==> src/rtl/csr_pkg.sv <==
// csr_pkg: shared CSR addresses, trap causes, csr_op encodings, SYSTEM encodings, FSM states
package csr_pkg;
    localparam logic [11:0] CSR_FFLAGS   = 12'h001;
    localparam logic [11:0] CSR_FRM      = 12'h002;
    localparam logic [11:0] CSR_FCSR     = 12'h003;
    localparam logic [11:0] CSR_MSTATUS  = 12'h300;
    localparam logic [11:0] CSR_MIE      = 12'h304;
    localparam logic [11:0] CSR_MTVEC    = 12'h305;
    localparam logic [11:0] CSR_MSCRATCH = 12'h340;
    localparam logic [11:0] CSR_MEPC     = 12'h341;
    localparam logic [11:0] CSR_MCAUSE   = 12'h342;
    localparam logic [11:0] CSR_MIP      = 12'h344;
    localparam logic [11:0] CSR_MCYCLE   = 12'hB00;
    localparam logic [11:0] CSR_MINSTRET = 12'hB02;

    localparam int unsigned CAUSE_FETCH   = 0;
    localparam int unsigned CAUSE_ILLEGAL = 2;
    localparam int unsigned CAUSE_BREAK   = 3;
    localparam int unsigned CAUSE_LOAD    = 4;
    localparam int unsigned CAUSE_STORE   = 6;
    localparam int unsigned CAUSE_ECALL   = 11;
    localparam int unsigned IRQ_BASE      = 16;

    localparam int MIE_BIT  = 3;
    localparam int MPIE_BIT = 7;

    localparam logic [31:0] INSTR_ECALL  = 32'h0000_0073;
    localparam logic [31:0] INSTR_EBREAK = 32'h0010_0073;
    localparam logic [31:0] INSTR_MRET   = 32'h3020_0073;

    localparam logic [6:0] OPC_LOAD  = 7'd3;
    localparam logic [6:0] OPC_STORE = 7'd35;

    typedef enum logic [1:0] {CSR_NONE, CSR_WRITE, CSR_SET, CSR_CLEAR} csr_op_e;
    typedef enum logic {ST_RUN, ST_REDIRECT} state_e;

    function automatic logic legal_opcode(input logic [6:0] opc);
        return opc inside {7'd3, 7'd19, 7'd35, 7'd51, 7'd99, 7'd111, 7'd115};
    endfunction
endpackage

==> src/rtl/csr_trap_unit_if.sv <==
// csr_trap_unit_if: execute-stage bundle into the CSR/trap unit
//   master drives instr, pc, ram_addr, retire, csr_op, csr, wd, irq
//   slave  drives rd (CSR read data), op_m/addr_o (PC redirect)
interface csr_trap_unit_if #(parameter int XLEN = 32, parameter int NUM_IRQ = 4);
    logic [31:0]      instr;
    logic [XLEN-1:0]  pc;
    logic [15:0]      ram_addr;
    logic             retire;
    logic [1:0]       csr_op;
    logic [11:0]      csr;
    logic [XLEN-1:0]  wd;
    logic [XLEN-1:0]  rd;
    logic [NUM_IRQ-1:0] irq;
    logic [1:0]       op_m;
    logic [XLEN-1:0]  addr_o;

    modport master (output instr, pc, ram_addr, retire, csr_op, csr, wd, irq,
                    input rd, op_m, addr_o);
    modport slave  (input instr, pc, ram_addr, retire, csr_op, csr, wd, irq,
                    output rd, op_m, addr_o);
endinterface

==> src/rtl/csr_irq_prio.sv <==
// csr_irq_prio: masks pending by enabled interrupts and picks the lowest index
//   pend/en: per-line pending and enable bits; valid: any enabled pending; idx: winner
module csr_irq_prio #(parameter int NUM_IRQ = 4) (
    input  logic [NUM_IRQ-1:0] pend,
    input  logic [NUM_IRQ-1:0] en,
    output logic               valid,
    output logic [3:0]         idx
);
    logic [NUM_IRQ-1:0] act;
    assign act = pend & en;
    always_comb begin
        valid = |act;
        idx = '0;
        for (int i = NUM_IRQ - 1; i >= 0; i--)
            if (act[i]) idx = 4'(i);
    end
endmodule

==> src/rtl/csr_trap_unit.sv <==
// csr_trap_unit: machine CSR file with trap/MRET control and a registered PC redirect
//   clk/rst: clock and async active-high reset
//   bus (slave): instruction/CSR access in, rd read data and op_m/addr_o redirect out
module csr_trap_unit import csr_pkg::*; #(
    parameter int              XLEN        = 32,
    parameter int              NUM_IRQ     = 4,
    parameter int              ROM_LIMIT   = 100,
    parameter int              RAM_LIMIT   = 64,
    parameter logic [XLEN-1:0] MTVEC_RESET = '0
) (
    input logic clk,
    input logic rst,
    csr_trap_unit_if.slave bus
);
    logic [XLEN-1:0] mstatus, mie, mtvec, mscratch, mepc, mcause, mcycle, minstret, target;
    logic [XLEN-1:0] rd_val, wval, cause, trap_tgt, base, mip_full;
    logic [7:0] fcsr;
    logic [NUM_IRQ-1:0] mip;
    logic [6:0] opc;
    logic [3:0] irq_idx;
    logic run, bad_pc, illegal, ebreak, ecall, ls_fault, irq_valid, irq_take, exc, trap, mret, wr_en;
    state_e state, state_n;

    csr_irq_prio #(.NUM_IRQ(NUM_IRQ)) u_prio (
        .pend(mip), .en(mie[IRQ_BASE +: NUM_IRQ]), .valid(irq_valid), .idx(irq_idx)
    );

    assign mip_full = XLEN'(mip) << IRQ_BASE;
    assign base = {mtvec[XLEN-1:2], 2'b00};

    // Detection is suppressed while redirecting: the instruction on the bus is being flushed.
    always_comb begin
        opc = bus.instr[6:0];
        run = state == ST_RUN;
        bad_pc = bus.pc > XLEN'(ROM_LIMIT);
        illegal = !legal_opcode(opc);
        ebreak = bus.instr == INSTR_EBREAK;
        ecall = bus.instr == INSTR_ECALL;
        ls_fault = (opc == OPC_LOAD || opc == OPC_STORE) && bus.ram_addr > 16'(RAM_LIMIT);
        irq_take = mstatus[MIE_BIT] && irq_valid;
        exc = bad_pc || illegal || ebreak || ecall || ls_fault;
        trap = run && (exc || irq_take);
        mret = run && !trap && bus.instr == INSTR_MRET;
        cause = bad_pc  ? XLEN'(CAUSE_FETCH) :
                illegal ? XLEN'(CAUSE_ILLEGAL) :
                ebreak  ? XLEN'(CAUSE_BREAK) :
                ecall   ? XLEN'(CAUSE_ECALL) :
                ls_fault ? XLEN'(opc == OPC_LOAD ? CAUSE_LOAD : CAUSE_STORE) :
                {1'b1, (XLEN-1)'(IRQ_BASE + irq_idx)};
        trap_tgt = (mtvec[1:0] == 2'b01 && !exc) ? base + XLEN'(4 * (IRQ_BASE + irq_idx)) : base;
    end

    always_comb begin
        case (bus.csr)
            CSR_FFLAGS:   rd_val = XLEN'(fcsr[4:0]);
            CSR_FRM:      rd_val = XLEN'(fcsr[7:5]);
            CSR_FCSR:     rd_val = XLEN'(fcsr);
            CSR_MSTATUS:  rd_val = mstatus;
            CSR_MIE:      rd_val = mie;
            CSR_MTVEC:    rd_val = mtvec;
            CSR_MSCRATCH: rd_val = mscratch;
            CSR_MEPC:     rd_val = mepc;
            CSR_MCAUSE:   rd_val = mcause;
            CSR_MIP:      rd_val = mip_full;
            CSR_MCYCLE:   rd_val = mcycle;
            CSR_MINSTRET: rd_val = minstret;
            default:      rd_val = '0;
        endcase
        wval = bus.csr_op == CSR_WRITE ? bus.wd :
               bus.csr_op == CSR_SET   ? rd_val | bus.wd : rd_val & ~bus.wd;
        wr_en = bus.csr_op != CSR_NONE && !trap && !(mret && bus.csr == CSR_MSTATUS);
    end

    assign bus.rd = rd_val;

    // Trap/MRET updates come after the software write so they take precedence bit by bit.
    always_ff @(posedge clk or posedge rst) begin
        if (rst) begin
            {mstatus, mie, mscratch, mepc, mcause, mcycle, minstret, target} <= '0;
            mtvec <= MTVEC_RESET;
            fcsr <= '0;
            mip <= '0;
        end else begin
            mip <= bus.irq;
            mcycle <= (wr_en && bus.csr == CSR_MCYCLE) ? wval : mcycle + XLEN'(1);
            minstret <= (wr_en && bus.csr == CSR_MINSTRET) ? wval : minstret + XLEN'(bus.retire && !trap);
            if (wr_en)
                case (bus.csr)
                    CSR_FFLAGS:   fcsr[4:0] <= wval[4:0];
                    CSR_FRM:      fcsr[7:5] <= wval[2:0];
                    CSR_FCSR:     fcsr <= wval[7:0];
                    CSR_MSTATUS:  mstatus <= wval;
                    CSR_MIE:      mie <= wval;
                    CSR_MTVEC:    mtvec <= wval;
                    CSR_MSCRATCH: mscratch <= wval;
                    CSR_MEPC:     mepc <= wval;
                    CSR_MCAUSE:   mcause <= wval;
                    default: ;
                endcase
            if (trap) begin
                mepc <= bus.pc;
                mcause <= cause;
                mstatus[MPIE_BIT] <= mstatus[MIE_BIT];
                mstatus[MIE_BIT] <= 1'b0;
                target <= trap_tgt;
            end else if (mret) begin
                mstatus[MIE_BIT] <= mstatus[MPIE_BIT];
                mstatus[MPIE_BIT] <= 1'b1;
                target <= mepc;
            end
        end
    end

    always_ff @(posedge clk or posedge rst)
        if (rst) state <= ST_RUN;
        else state <= state_n;

    always_comb state_n = (state == ST_RUN && (trap || mret)) ? ST_REDIRECT : ST_RUN;

    always_comb begin
        bus.op_m = state == ST_REDIRECT ? 2'b11 : 2'b00;
        bus.addr_o = state == ST_REDIRECT ? target : '0;
    end
endmodule

==> src/flat_wrapper.sv <==
// flat-port wrapper written by rule: the top's interface ports become plain ports
module csr_trap_unit_flat import csr_pkg::*;
#(
    parameter int              XLEN        = 32,
    parameter int              NUM_IRQ     = 4,
    parameter int              ROM_LIMIT   = 100,
    parameter int              RAM_LIMIT   = 64,
    parameter logic [XLEN-1:0] MTVEC_RESET = '0
)
  (clk, rst, bus_instr, bus_pc, bus_ram_addr, bus_retire, bus_csr_op, bus_csr, bus_wd, bus_irq, bus_rd, bus_op_m, bus_addr_o);
  csr_trap_unit_if #(.XLEN(XLEN), .NUM_IRQ(NUM_IRQ)) bus_i ();
  input logic clk;
  input logic rst;
  input wire logic [$bits(bus_i.instr)-1:0] bus_instr;
  input wire logic [$bits(bus_i.pc)-1:0] bus_pc;
  input wire logic [$bits(bus_i.ram_addr)-1:0] bus_ram_addr;
  input wire logic [$bits(bus_i.retire)-1:0] bus_retire;
  input wire logic [$bits(bus_i.csr_op)-1:0] bus_csr_op;
  input wire logic [$bits(bus_i.csr)-1:0] bus_csr;
  input wire logic [$bits(bus_i.wd)-1:0] bus_wd;
  input wire logic [$bits(bus_i.irq)-1:0] bus_irq;
  output wire logic [$bits(bus_i.rd)-1:0] bus_rd;
  output wire logic [$bits(bus_i.op_m)-1:0] bus_op_m;
  output wire logic [$bits(bus_i.addr_o)-1:0] bus_addr_o;
  assign bus_i.instr = bus_instr;
  assign bus_i.pc = bus_pc;
  assign bus_i.ram_addr = bus_ram_addr;
  assign bus_i.retire = bus_retire;
  assign bus_i.csr_op = bus_csr_op;
  assign bus_i.csr = bus_csr;
  assign bus_i.wd = bus_wd;
  assign bus_i.irq = bus_irq;
  assign bus_rd = bus_i.rd;
  assign bus_op_m = bus_i.op_m;
  assign bus_addr_o = bus_i.addr_o;
  csr_trap_unit #(.XLEN(XLEN), .NUM_IRQ(NUM_IRQ), .ROM_LIMIT(ROM_LIMIT), .RAM_LIMIT(RAM_LIMIT), .MTVEC_RESET(MTVEC_RESET)) u_core (.clk(clk), .rst(rst), .bus(bus_i));
endmodule
==> config.mk <==
export PLATFORM = sky130hd
export DESIGN_NAME = csr_trap_unit_flat
export DESIGN_NICKNAME = d
export VERILOG_FILES = /design/src/rtl/csr_pkg.sv /design/src/rtl/csr_trap_unit_if.sv /design/src/rtl/csr_irq_prio.sv /design/src/rtl/csr_trap_unit.sv /design/src/flat_wrapper.sv
export SDC_FILE = /design/constraint.sdc
export NUM_CORES = 1
export LEC_CHECK = 0
export ABC_CLOCK_PERIOD_IN_PS = 29700
export CAP_MARGIN = 20
export CORE_MARGIN = 2
export CORE_UTILIZATION = 45
export DETAILED_ROUTE_END_ITERATION = 8
export PLACE_DENSITY = 0.71
export SLEW_MARGIN = 20
export SYNTH_ARGS = -nofsm -noshare
export SYNTH_HDL_FRONTEND = slang
export SYNTH_SLANG_ARGS = --single-unit
export TNS_END_PERCENT = 20
==> constraint.sdc <==
create_clock -name clk -period 29.7 [get_ports clk]
set_clock_uncertainty 0.2 [all_clocks]
set_input_delay 5.94 -clock clk [delete_from_list [all_inputs] [get_ports clk]]
set_output_delay 5.94 -clock clk [all_outputs]
set_load 0.02 [all_outputs]
==> results.md <==
* Status: completed
* Seq/Total Area, Yosys at 42.5%
* Num rows at 72
* CORE AREA at 38,700 sq um
* Initial DRC Count at 1,914
* Layout area overhead at 20.5%
* Synth async-reset ratio at 100%
* Pint at 0.748 mW
* DRC at 0
* CTS tree: built
* Die Height at 202 um
* Crit path required time at 23.56 ns
* Setup slack after layout at 13.61 ns
* Initial antenna violation count at 0
* Synth Instances at 2,046
* N_diodes at 0
* Hold_sp: u_core.mstatus[13]
* Peak Freq at 62.1 MHz
* Vias in the first global route at 16,271
* Top area cells in the synthesized netlist: dfrtp_1, nand2_1, o21ai_0
* Synth Warn # at 0
* Distinct cells, synth at 85
* FF-to-FF setup slack at 25.44 ns
* Post-synth EDFFs at 0
* Die X at 202 um
* Clk pwr share at 46.2%
* CP dominant cell by count: clkdlybuf4s50_1
* Setup Fix Bufs, Post-CTS at 0
* Met3 Wirelength at 7970 um
* Vias at 17,190
* Max-slew violations at 0
* Wire length on met2 at 30,600 um
* Reg2reg start: u_core.mip[1]
* Syn_nets at 2,185
* Combinational Power Share at 10.1%
* Routed metal-1 wirelength at 31,200 um
* Port-buffer cells at 198
* Largest net degree at the start of global routing at 165
* Hold endpoint: u_core.mstatus[13]
* Element type at the critical path end: primary output
* CTS Buf Count at 36
* Worst R2R Path Depth at 11
* Detail Route Antenna Nets at 0
* CTS Buffer Depth at 3
* Max-Cap Viols at 0
* Starting Density at 45.7%
* CTS H-Tree Depth at 2
* Critical Path Slowest Stage Cell: clkdlybuf4s50_1
* Crit-path max FO at 19
* GRT overflow at 0
* Leak at 8.69 nW
* Clock-pin slew on the worst setup and hold paths at 0.05 ns
* Routed len/inst at 26.6 um
* Hold-fix buffers, CTS at 0
* Worst VDD drop at 0.0000521 V
* Crit path cell chain: clkdlybuf4s50_1 -> and4b_1 -> and3_1 -> a21oi_1 -> nand4_1 -> clkdlybuf4s50_1
* First-pass GRT wire length at 107,000 um
* Worst r2r dst: u_core.minstret[28]
* Crit path kind: input port to primary output
* DP Worst Slack at 13.69 ns
* Synth Register Bits at 301
* Crit path time final at 16.09 ns
* Final Cycle Share at 54.2%
* CTS Sinks at 301
* RSZ-0062 raised after global routing: no
* Syn_area_per_cell at 8.66 sq um
* Final hold vios at 0
* Startpoint Class: input port
* Cells on Worst Hold Path at 2
* Synthesized area at 17,700 sq um
* Setup TNS at 0 ns
* Clk root buf: clkbuf_16
* Overall Global Routing Usage at 35.2%
* Routed Wire Length at 72,400 um
* WP data arrival at 9.95 ns
* PD cells at 47.2 nW/um^2
* # IOs at 199
* Crit-path max cell delay at 1.13 ns
* Leading post-synthesis cells by instance count: dfrtp_1, nand2_1, o21ai_0
* Synth top area share at 42.5%
* Max layer used: met4
* Main synth FF type: dfrtp_1
* Share of layout cells above drive strength 1 at 7.64%
* Full die area at 41,000 sq um
* Slew @ Worst Pin at 1.14 ns
* Yosys top cell by area: dfrtp_1
* P_sw at 0.261 mW
* DR vias/cell at 6.33
* HP Class: flip-flop to flip-flop
* Sw frac at 25.8%
* Post-cts resize count at 0
* Skew-Pair Late Insertion Delay at 0.56 ns
* Flop pwr share at 43.6%
* Nets@finish at 2,312
* Gp weighted congestion at 0.931
* HPWL after detailed placement at 52,500 um
* DRT Pass-1 Iters at 6
* Final Setup Violations at 0
* Slew margin rel. at 23.6%
* Most common cell in the netlist: dfrtp_1
[how the worst max path moves through the flow]
stage / slack, ns / startpoint / to
floorplan: 15.24 / rst / u_core.fcsr[0]
global placement: 13.71 / bus_csr[11] / bus_rd[31]
detailed placement: 13.69 / bus_csr[11] / bus_rd[31]
CTS: 13.69 / bus_csr[11] / bus_rd[31]
global route: 13.53 / bus_csr[11] / bus_rd[16]
finish: 13.61 / bus_csr[11] / bus_rd[16]
[worst max-delay path: cells and delay by family]
family | cells | cell delay, ns
and+or+nand+nor | 3 | 1.96
buffers and inverters | 2 | 1.78
AOI/OAI and AO/OA | 1 | 0.26
[power groups by stage]
| stage | logic (mW) | clock network [mW] | registers [mW] |
|---|---|---|---|
| detailed placement | 0.0999 | 0 | 0.446 |
| global route | 0.110 | 0.486 | 0.441 |
| global placement | 0.0991 | 0 | 0.446 |
| floorplan | 0.0526 | 0 | 0.439 |
| finish | 0.102 | 0.466 | 0.440 |
| CTS | 0.101 | 0.468 | 0.439 |
[stage by stage]
stage / util [%] / power, mW / instances / area [sq um] / hold slack [ns]
floorplan: - / 0.491 / 2046 / 17700 / 0.242
global placement: 51.9 / 0.545 / 2652 / 20100 / 0.256
detailed placement: 51.9 / 0.546 / 2652 / 20100 / 0.266
CTS: 55.1 / 1.01 / 2715 / 21300 / 0.278
global route: 55.1 / 1.04 / 2716 / 21300 / 0.299
finish: 55.1 / 1.01 / 2716 / 21300 / 0.276
[final cells by class]
class	count	area, sq um
fillers	3533	17400
repair buffers	236	2260
clock inverters	12	196
clock buffers	51	1030
multi-input cells	1579	9600
inverters	19	78.8
well taps	518	648
flip-flops and latches	301	7530
[metal layers]
metal	vias up	GRT usage [%]
li1	7700	-
met1	8362	50.7
met2	975	51.2
met3	153	8.55
met4	0	12.6
met5	-	0
[flip-flops by register name, indices dropped and copies added (netlist names), 32 cells and up]
name,flops
u_core.minstret,32
u_core.target,32
u_core.mie,32
u_core.mstatus,32
u_core.mtvec,32
u_core.mscratch,32
u_core.mcause,32
u_core.mcycle,32
u_core.mepc,32
[cell usage in the layout, fill, tap and decap left out, types with 6 or more instances in the layout]
master and instances:
a2bb2oi_1 7, nand2_1 282, nand2b_1 7, and3_1 33
o21a_1 16, nor4_1 26, a211o_1 14, a22oi_1 50
o22ai_1 10, a32oi_1 8, dfrtp_1 301, xor2_1 29
o21ai_0 202, mux2_2 34, inv_1 18, nor2_1 152
o31ai_1 8, nand3_1 70, or3_1 16, xnor2_1 80
nor3_1 30, clkdlybuf4s50_1 195, a221o_1 9, buf_4 37
mux2i_1 29, nand4_1 85, o211ai_1 6, a22o_1 19
o2bb2ai_1 18, and4_1 9, a31oi_1 6, clkbuf_1 9
nor4b_1 8, a21oi_1 141, clkbuf_16 37, or2_2 9
and2_1 55
[cell families (layout without fill, tap and decap cells)]
group	Yosys count	in the layout	share of synthesized area [%]
AOI/OAI and AO/OA	570	570	20.4
adders and majority gates	6	6	0.466
buffers and inverters	166	318	3.96
and+or+nand+nor	831	831	23.5
muxes	63	63	3.80
DFF	301	301	42.5
xor gates and xnor gates	109	109	5.39
Note: power is estimated with default switching activity, not from simulation.
